### config.mk
export PLATFORM = sky130hd
export DESIGN_NAME = sfp_vec_lerp_pipe
export DESIGN_NICKNAME = d
export VERILOG_FILES = /design/src/rtl/sfp_vec_lerp_pipe.sv
export SDC_FILE = /design/constraint.sdc
export NUM_CORES = 2
export LEC_CHECK = 0
export CORE_UTILIZATION = 50
export DETAILED_ROUTE_END_ITERATION = 10
export PLACE_DENSITY = 0.68
export SLEW_MARGIN = 20
export SYNTH_ARGS = -nofsm -noshare
export SYNTH_HDL_FRONTEND = slang
export SYNTH_SLANG_ARGS = --single-unit
### constraint.sdc
create_clock -name clk -period 8.19 [get_ports clk]
set_clock_uncertainty 0.05 [all_clocks]
set_input_delay 1.638 -clock clk [delete_from_list [all_inputs] [get_ports clk]]
set_output_delay 1.638 -clock clk [all_outputs]
set_load 0.05 [all_outputs]
### src/rtl/sfp_vec_lerp_pipe.sv
// N-lane signed fixed-point lerp, out = a + t*(b - a), as a three-stage
// valid/ready pipeline that stalls as a whole when the output is blocked.
module sfp_vec_lerp_pipe #(
  parameter int N        = 3,
  parameter int IW       = 8,
  parameter int QW       = 8,
  parameter int CLIP     = 1,
  parameter int CLAMP_T  = 1,
  parameter int SHARED_T = 0
) (
  input  logic                    clk,
  input  logic                    rst_n,
  input  logic                    in_valid,
  output logic                    in_ready,
  input  logic [N*(IW+QW)-1:0]    a,
  input  logic [N*(IW+QW)-1:0]    b,
  input  logic [N*(IW+QW)-1:0]    t,
  output logic                    out_valid,
  input  logic                    out_ready,
  output logic [N*(IW+QW)-1:0]    out,
  output logic [N-1:0]            out_sat
);

  localparam int W = IW + QW;
  localparam logic signed [W-1:0] T_ONE   = {{(W-1){1'b0}}, 1'b1} << QW;
  localparam logic        [W-1:0] OUT_MAX = {1'b0, {(W-1){1'b1}}};
  localparam logic        [W-1:0] OUT_MIN = {1'b1, {(W-1){1'b0}}};

  logic v1, v2, v3;
  logic en;

  assign en        = !v3 || out_ready;
  assign in_ready  = en;
  assign out_valid = v3;

  // NOTE: every clocked register here uses <= so all stages sample the
  // pre-edge values of their upstream neighbours in the same cycle.
  always_ff @(posedge clk or negedge rst_n) begin
    if (!rst_n) begin
      v1 <= 1'b0;
      v2 <= 1'b0;
      v3 <= 1'b0;
    end else if (en) begin
      v1 <= in_valid;
      v2 <= v1;
      v3 <= v2;
    end
  end

  for (genvar i = 0; i < N; i++) begin : g_lane
    localparam int TI = (SHARED_T != 0) ? 0 : i;

    logic signed [W-1:0]   a_in, b_in, t_in, tc_next;
    logic signed [W:0]     d_next;
    logic signed [W:0]     d1;
    logic signed [W-1:0]   tc1, a1, a2;
    logic signed [2*W:0]   p, q2;
    logic signed [2*W+1:0] s;
    logic        [W+2:0]   s_hi;
    logic                  in_range;
    logic        [W-1:0]   out_next, out_r;
    logic                  sat_next, sat_r;

    assign a_in = a[i*W +: W];
    assign b_in = b[i*W +: W];
    assign t_in = t[TI*W +: W];

    // One extra bit makes b - a exact for any pair of W-bit inputs.
    assign d_next = {b_in[W-1], b_in} - {a_in[W-1], a_in};

    // NOTE: tc_next is assigned before any branch so no path leaves it
    // unwritten, which would otherwise infer a latch.
    always_comb begin
      tc_next = t_in;
      if (CLAMP_T != 0) begin
        if (t_in[W-1])          tc_next = '0;
        else if (t_in > T_ONE)  tc_next = T_ONE;
      end
    end

    // Operands sign-extended to the full product width so the multiply is
    // exact regardless of operand signedness rules.
    assign p = $signed({{W{d1[W]}}, d1}) * $signed({{(W+1){tc1[W-1]}}, tc1});

    assign s        = {{(W+2){a2[W-1]}}, a2} + {q2[2*W], q2};
    assign s_hi     = s[2*W+1:W-1];
    assign in_range = (&s_hi) || !(|s_hi);

    always_comb begin
      out_next = s[W-1:0];
      sat_next = 1'b0;
      if (!in_range) begin
        sat_next = 1'b1;
        if (CLIP != 0) out_next = s[2*W+1] ? OUT_MIN : OUT_MAX;
      end
    end

    // NOTE: data registers are reset too, so out/out_sat read 0 during reset
    // and no stale operands survive into the first post-reset beat.
    always_ff @(posedge clk or negedge rst_n) begin
      if (!rst_n) begin
        d1    <= '0;
        tc1   <= '0;
        a1    <= '0;
        q2    <= '0;
        a2    <= '0;
        out_r <= '0;
        sat_r <= 1'b0;
      end else if (en) begin
        d1    <= d_next;
        tc1   <= tc_next;
        a1    <= a_in;
        q2    <= p >>> QW;
        a2    <= a1;
        out_r <= out_next;
        sat_r <= sat_next;
      end
    end

    assign out[i*W +: W] = out_r;
    assign out_sat[i]    = sat_r;
  end

endmodule

; Word level (Yosys, flattened, before mapping)
; Index checks and enable logic that the tools add are counted.
[word_totals]
ff_bits = 322
latch_bits = 0
mem_bits_rw = 0
rom_bits = 0
in_bits = 148
out_inout_bits = 53
wordCells = 65
n_memories = 0
[classes]
addsub = 6
n_mul = 3
div = 0
magnitude_cmp = 3
n_eq_ne = 0
shifts = 0
n_mux = 15
bitwise = 0
reduce_logical = 14
[ops]
columns = cell, n
row1 = 16-bit 2-to-1 mux, 7
row2 = 17-bit by 16-bit multiplier with 33-bit output, 3
row3 = 16-bit by 25-bit adder with 26-bit output, 3
row4 = 15-bit 2-to-1 mux, 5
row5 = 19-bit AND reduction, 3
row6 = 19-bit OR reduction, 3
row7 = 16-bit by 16-bit subtractor with 17-bit output, 3
row8 = "16-bit by 10-bit greater-than comparator with 1-bit output, second input constant", 3
row9 = 1-bit zero test, 4
row10 = 1-bit logical OR, 4
row11 = 1-bit 2-to-1 mux, 3

; Depth between registers and ports, before layout
[logic_depth]
ltp_word = 5
ltp_mapped = 26
depth_no_buf = 25

; Worst setup path after synthesis
; No wires, ideal clock.
[synth_timing]
path_kind = reg2reg
from = register g_lane[1].tc1[1]
to = register, netlist name g_lane[1].q2[24]
setup_ps = 131
arrival_ps = 6309
path_slack_ps = 1701
path_stages_with_launch = 24
n_path_buf = 2
period_less_slack_ps = 6489
path_cell_list = dfrtp_1 > clkbuf_1 > clkbuf_1 > nand2_1 > fa_1 > fa_1 > inv_1 > fa_1 > fa_1 > fa_1 > inv_1 > fa_1 > inv_1 > ha_1 > a21o_1 > a21o_1 > a211o_1 > o211ai_1 > a21oi_1 > o31a_1 > o41a_1 > a311oi_1 > xnor2_1 > o21ai_1
[synth_via]
elab_chain_cells = 1
[synth_rtl]
columns = item, line
row1 = from (decl), 56  ; logic signed [W-1:0] tc1, a1, a2;
row2 = from (signal assigned), 111  ; tc1 <= tc_next;
row3 = 17-bit by 16-bit multiplier with 33-bit output, 83  ; assign p = $signed({{W{d1[W]}}, d1}) * $signed({{(W+1){tc1[W-1]}}, tc1});
; Every way passes these cells.
; A chain may end at the register's enable or synchronous reset.

; Worst setup path in the final report
[layout_timing]
from = register g_lane[1].tc1[1]
to = register, netlist name g_lane[1].q2[24]
[layout_via]
elab_chain_cells = 1
[layout_rtl]
columns = item, line
row1 = 17-bit by 16-bit multiplier with 33-bit output, 83
; Every way passes these cells.

==> results.rst <==
.. list-table::
   :header-rows: 1

   * - Metric
     - Value
   * - Netlist area before placement
     - 0.0472 mm^2
   * - Final HPWL from detailed placement
     - 95.1 mm
   * - Maximum ir drop on the vdd rail
     - around 210 uV
   * - EDFF count, synth
     - 0
   * - Number of maximum-capacitance violations
     - 0
   * - Total length of routed met3 wires
     - 8.54 mm
   * - Via count of the first global-routing pass
     - approximately 37k
   * - XOR/XNOR share of the synthesized area
     - 2.73%
   * - Worst-Margin Slew
     - 1040 ps
   * - Wire length of the first global-routing pass
     - 196 mm
   * - Filler cell count in the final layout
     - 8495
   * - Site row count
     - 112
   * - CTS Hold Buffers Added
     - 0
   * - Layout cell share with drive strength beyond 1
     - 2.68%
   * - Path category of the worst min-delay check
     - flip-flop to flip-flop
   * - Routed Wire Length
     - 119 mm
   * - Setup repair after global routing missed its margin
     - false
   * - Register bit count reported by yosys
     - 321
   * - CP endpoint kind
     - flip-flop
   * - Count of different cell masters after synthesis
     - 92
   * - Routed length on met2
     - 54.9 mm
   * - Top routing layer used
     - met5
   * - Max H-tree Level
     - 2
   * - Post-layout total power
     - 10.0 mW
   * - Synth warnings
     - 0
   * - Remaining routing DRC violations
     - 0
   * - Number of nets in the finished design
     - 6597
   * - Synth-to-Final Area Change
     - 9.31%
   * - Routed wire length per instance
     - around 18 um
   * - Routability congestion estimate from global placement
     - 0.912
   * - Combined global-route utilization of all metal layers
     - approximately 26%
   * - Total negative setup slack
     - 0 ps
   * - Horizontal extent of the die
     - 309 um
   * - Final setup violation count
     - 0
   * - Number of top-level design ports
     - 201
   * - Top fanout value on the critical path
     - 18
   * - Initial core utilization
     - roughly half
   * - M1 wire length
     - ~53 mm
   * - Worst path arrival time
     - 7550 ps
   * - Number of DRC violations after detailed-routing iteration 0
     - 2225
   * - Maximum count of clock buffers along a single path
     - 3
   * - Cell type with the highest aggregate area in the netlist
     - sky130_fd_sc_hd__fa_1
   * - Final clock period utilization by the worst path
     - between 80 and 90%
   * - Post-Route Utilization
     - 55.2%
   * - Die outline area
     - 0.0955 mm^2
   * - Synthesized instance count
     - between 5k and 6k
   * - Total core area
     - ~0.093 mm^2
   * - Peak Freq
     - around 0.14 GHz
   * - Vias post-DR
     - 35.4k
   * - Largest family of logic cells by synthesized area
     - adder cells
   * - Synthesized-area fraction occupied by ao, oa, aoi and oai cells
     - 10.2%
   * - Clock net sink count
     - 321
   * - Part of the Yosys area used for sequential elements
     - 17.0%
   * - Number of antenna violations at the first check in global routing
     - 5
   * - Final hold vios
     - 0
   * - Die height
     - 309 um
   * - Share of synthesized cell area in full adder, half adder and majority cells
     - 42.8%
   * - Most frequently used flop master after synthesis
     - sky130_fd_sc_hd__dfrtp_1
   * - Crit Path Category
     - flip-flop to flip-flop
   * - Share of synthesized area spent on multiplexers
     - 0.348%
   * - Post-route minimum period
     - 7150 ps
   * - Leak
     - 26.0 nW
   * - Number of buffers created by CTS
     - 43
   * - Final Max Slew Viols
     - 0
   * - Later-pin clock latency in the skew report
     - 630 ps
   * - Antenna Cells
     - 0
   * - Mean cell area of the mapped netlist
     - between 8 and 9 um^2
   * - Pin count of the biggest net entering global routing
     - roughly 150
   * - Antenna-violating nets left
     - 0
   * - TritonCTS clock tree
     - yes
   * - Required time of the critical path
     - 8600 ps
   * - Net Count, Synth
     - between 6k and 7k
   * - IO buf count
     - 200
   * - Leading post-synthesis cells by cell area
     - sky130_fd_sc_hd__fa_1, sky130_fd_sc_hd__dfrtp_1, sky130_fd_sc_hd__ha_1
   * - Share of async-settable or async-resettable flops after synthesis
     - 100%
   * - Type of element launching the critical path
     - flip-flop
   * - Power per cell area
     - between 150 and 200 mW/mm^2
   * - Top library cells by usage in the layout, fill and taps aside
     - sky130_fd_sc_hd__inv_1, sky130_fd_sc_hd__nand2_1, sky130_fd_sc_hd__fa_1
   * - DR vias/cell
     - 5.37
   * - Area fraction of the dominant cell type after synthesis
     - 33.1%
   * - Buffers inserted during post-CTS setup optimization
     - 0
   * - First-pass detailed-route iteration total
     - 5
   * - Result of the run
     - complete, no violations
   * - Overflow after GRT
     - 0
   * - Post-cts gate resize count
     - 0
   * - Root Driver
     - sky130_fd_sc_hd__clkbuf_16
   * - Commonest non-fill, non-tap cell in the layout
     - sky130_fd_sc_hd__inv_1
   * - Basic-gate share of the synthesized area counting and, or, nand and nor cells
     - 16.8%
   * - Clock-pin slew reported for the worst setup and hold paths after clock tree synthesis
     - 70 ps
   * - Max-Slew Margin vs Limit
     - 30.2%
[sequential cells by signal, indices dropped and copies added, names as in the netlist]
| name | flops |
|---|---|
| g_lane.q2 | 75 |
| g_lane.d1 | 51 |
| g_lane.a1 | 48 |
| g_lane.a2 | 48 |
| g_lane.out_r | 48 |
| g_lane.tc1 | 45 |
| g_lane.sat_r | 3 |
| out_valid | 1 |
| v1 | 1 |
| v2 | 1 |
[path summary, 6_finish.rpt]
kind,from,to,slack [ps],cells after the start
min reg2reg,v2,v2,410,2
min,v2,v2,410,2
min in group asynchronous,rst_n,g_lane[1].a2[10],1000,1
max,g_lane[1].tc1[1],g_lane[1].q2[24],1040,19
max reg2reg,g_lane[1].tc1[1],g_lane[1].q2[24],1040,19
max in group asynchronous,rst_n,g_lane[0].q2[6],5800,2
[metrics by stage]
step | cell area, um^2 | setup WS, ps | hold slack (ps) | instances
6_report | 51500 | 1040 | 406 | 6591
5_1_grt | 51500 | 635 | 429 | 6591
4_1_cts | 51500 | 1080 | 410 | 6591
3_5_place_dp | 50100 | 1090 | 397 | 6512
3_3_place_gp | 50100 | 1220 | 390 | 6512
2_1_floorplan | 47200 | 1700 | 380 | 5255
[area by class of cell]
cell class | instances | area, um^2 | area share (%)
clock buffers | 54 | 1180 | 2.28
flip-flops and latches | 321 | 8030 | 15.6
inverters | 1024 | 3850 | 7.47
well taps | 1254 | 1570 | 3.04
repair buffers | 226 | 2230 | 4.32
multi-input cells | 3687 | 34400 | 66.8
clock inverters | 25 | 275 | 0.534
[layer usage]
metal  track usage [%]  up-vias
met3              5.36      176
met2              41.4      940
met4              7.23        2
li1                  -    16500
met1              36.0    17800
met5                 0        -
[logic make-up after synthesis]
kind of cell	after synthesis
buffers and inverters	1247
xor gates and xnor gates	147
DFF	321
muxes	14
and+or+nand+nor	1663
AOI/OAI and AO/OA	717
adders and majority gates	1146
[critical path: stages, from the launching register on]
cell                       delay [ps]
sky130_fd_sc_hd__dfrtp_1          730
sky130_fd_sc_hd__nand2_1          250
sky130_fd_sc_hd__fa_1             810
sky130_fd_sc_hd__fa_1             500
sky130_fd_sc_hd__inv_1            320
sky130_fd_sc_hd__fa_1             510
sky130_fd_sc_hd__fa_1             520
sky130_fd_sc_hd__fa_1             500
sky130_fd_sc_hd__inv_1             50
sky130_fd_sc_hd__fa_1             510
sky130_fd_sc_hd__inv_1             50
sky130_fd_sc_hd__ha_1             210
sky130_fd_sc_hd__a211o_1          290
sky130_fd_sc_hd__o31ai_1          240
sky130_fd_sc_hd__a21oi_1          110
sky130_fd_sc_hd__o31a_1           340
sky130_fd_sc_hd__o41a_1           390
sky130_fd_sc_hd__a311oi_1         350
sky130_fd_sc_hd__xnor2_1          180
sky130_fd_sc_hd__o21ai_1           70
[cells in the mapped netlist, types with 8 or more instances]
master / instances
sky130_fd_sc_hd__inv_1: 1024
sky130_fd_sc_hd__o21bai_1: 19
sky130_fd_sc_hd__and2_1: 375
sky130_fd_sc_hd__nand2b_1: 26
sky130_fd_sc_hd__nor3b_1: 16
sky130_fd_sc_hd__a2111oi_0: 9
sky130_fd_sc_hd__clkbuf_1: 210
sky130_fd_sc_hd__o311ai_1: 17
sky130_fd_sc_hd__ha_1: 366
sky130_fd_sc_hd__a22o_1: 26
sky130_fd_sc_hd__o21ai_0: 153
sky130_fd_sc_hd__a211o_1: 8
sky130_fd_sc_hd__dfrtp_1: 321
sky130_fd_sc_hd__a21o_1: 54
sky130_fd_sc_hd__nand3b_1: 8
sky130_fd_sc_hd__o31ai_1: 44
sky130_fd_sc_hd__o41ai_1: 8
sky130_fd_sc_hd__a31oi_1: 12
sky130_fd_sc_hd__o21a_1: 36
sky130_fd_sc_hd__o31a_1: 8
sky130_fd_sc_hd__nand3_1: 34
sky130_fd_sc_hd__o211ai_1: 17
sky130_fd_sc_hd__nor3_1: 58
sky130_fd_sc_hd__a21oi_1: 178
sky130_fd_sc_hd__nand2_1: 812
sky130_fd_sc_hd__and3_1: 33
sky130_fd_sc_hd__a21boi_0: 12
sky130_fd_sc_hd__or3_1: 19
sky130_fd_sc_hd__nor4_1: 15
sky130_fd_sc_hd__fa_1: 780
sky130_fd_sc_hd__xor2_1: 60
sky130_fd_sc_hd__a211oi_1: 32
sky130_fd_sc_hd__nor2_1: 184
sky130_fd_sc_hd__nor2b_1: 28
sky130_fd_sc_hd__o311ai_0: 11
sky130_fd_sc_hd__nand4_1: 19
sky130_fd_sc_hd__xnor2_1: 87
[where the power goes]
part           switching [mW]  internal (mW)
clock network           0.832           1.13
logic                    3.18           1.97
registers               0.825           2.08
total                    4.84           5.18
Power figures use the tool's default switching activity.
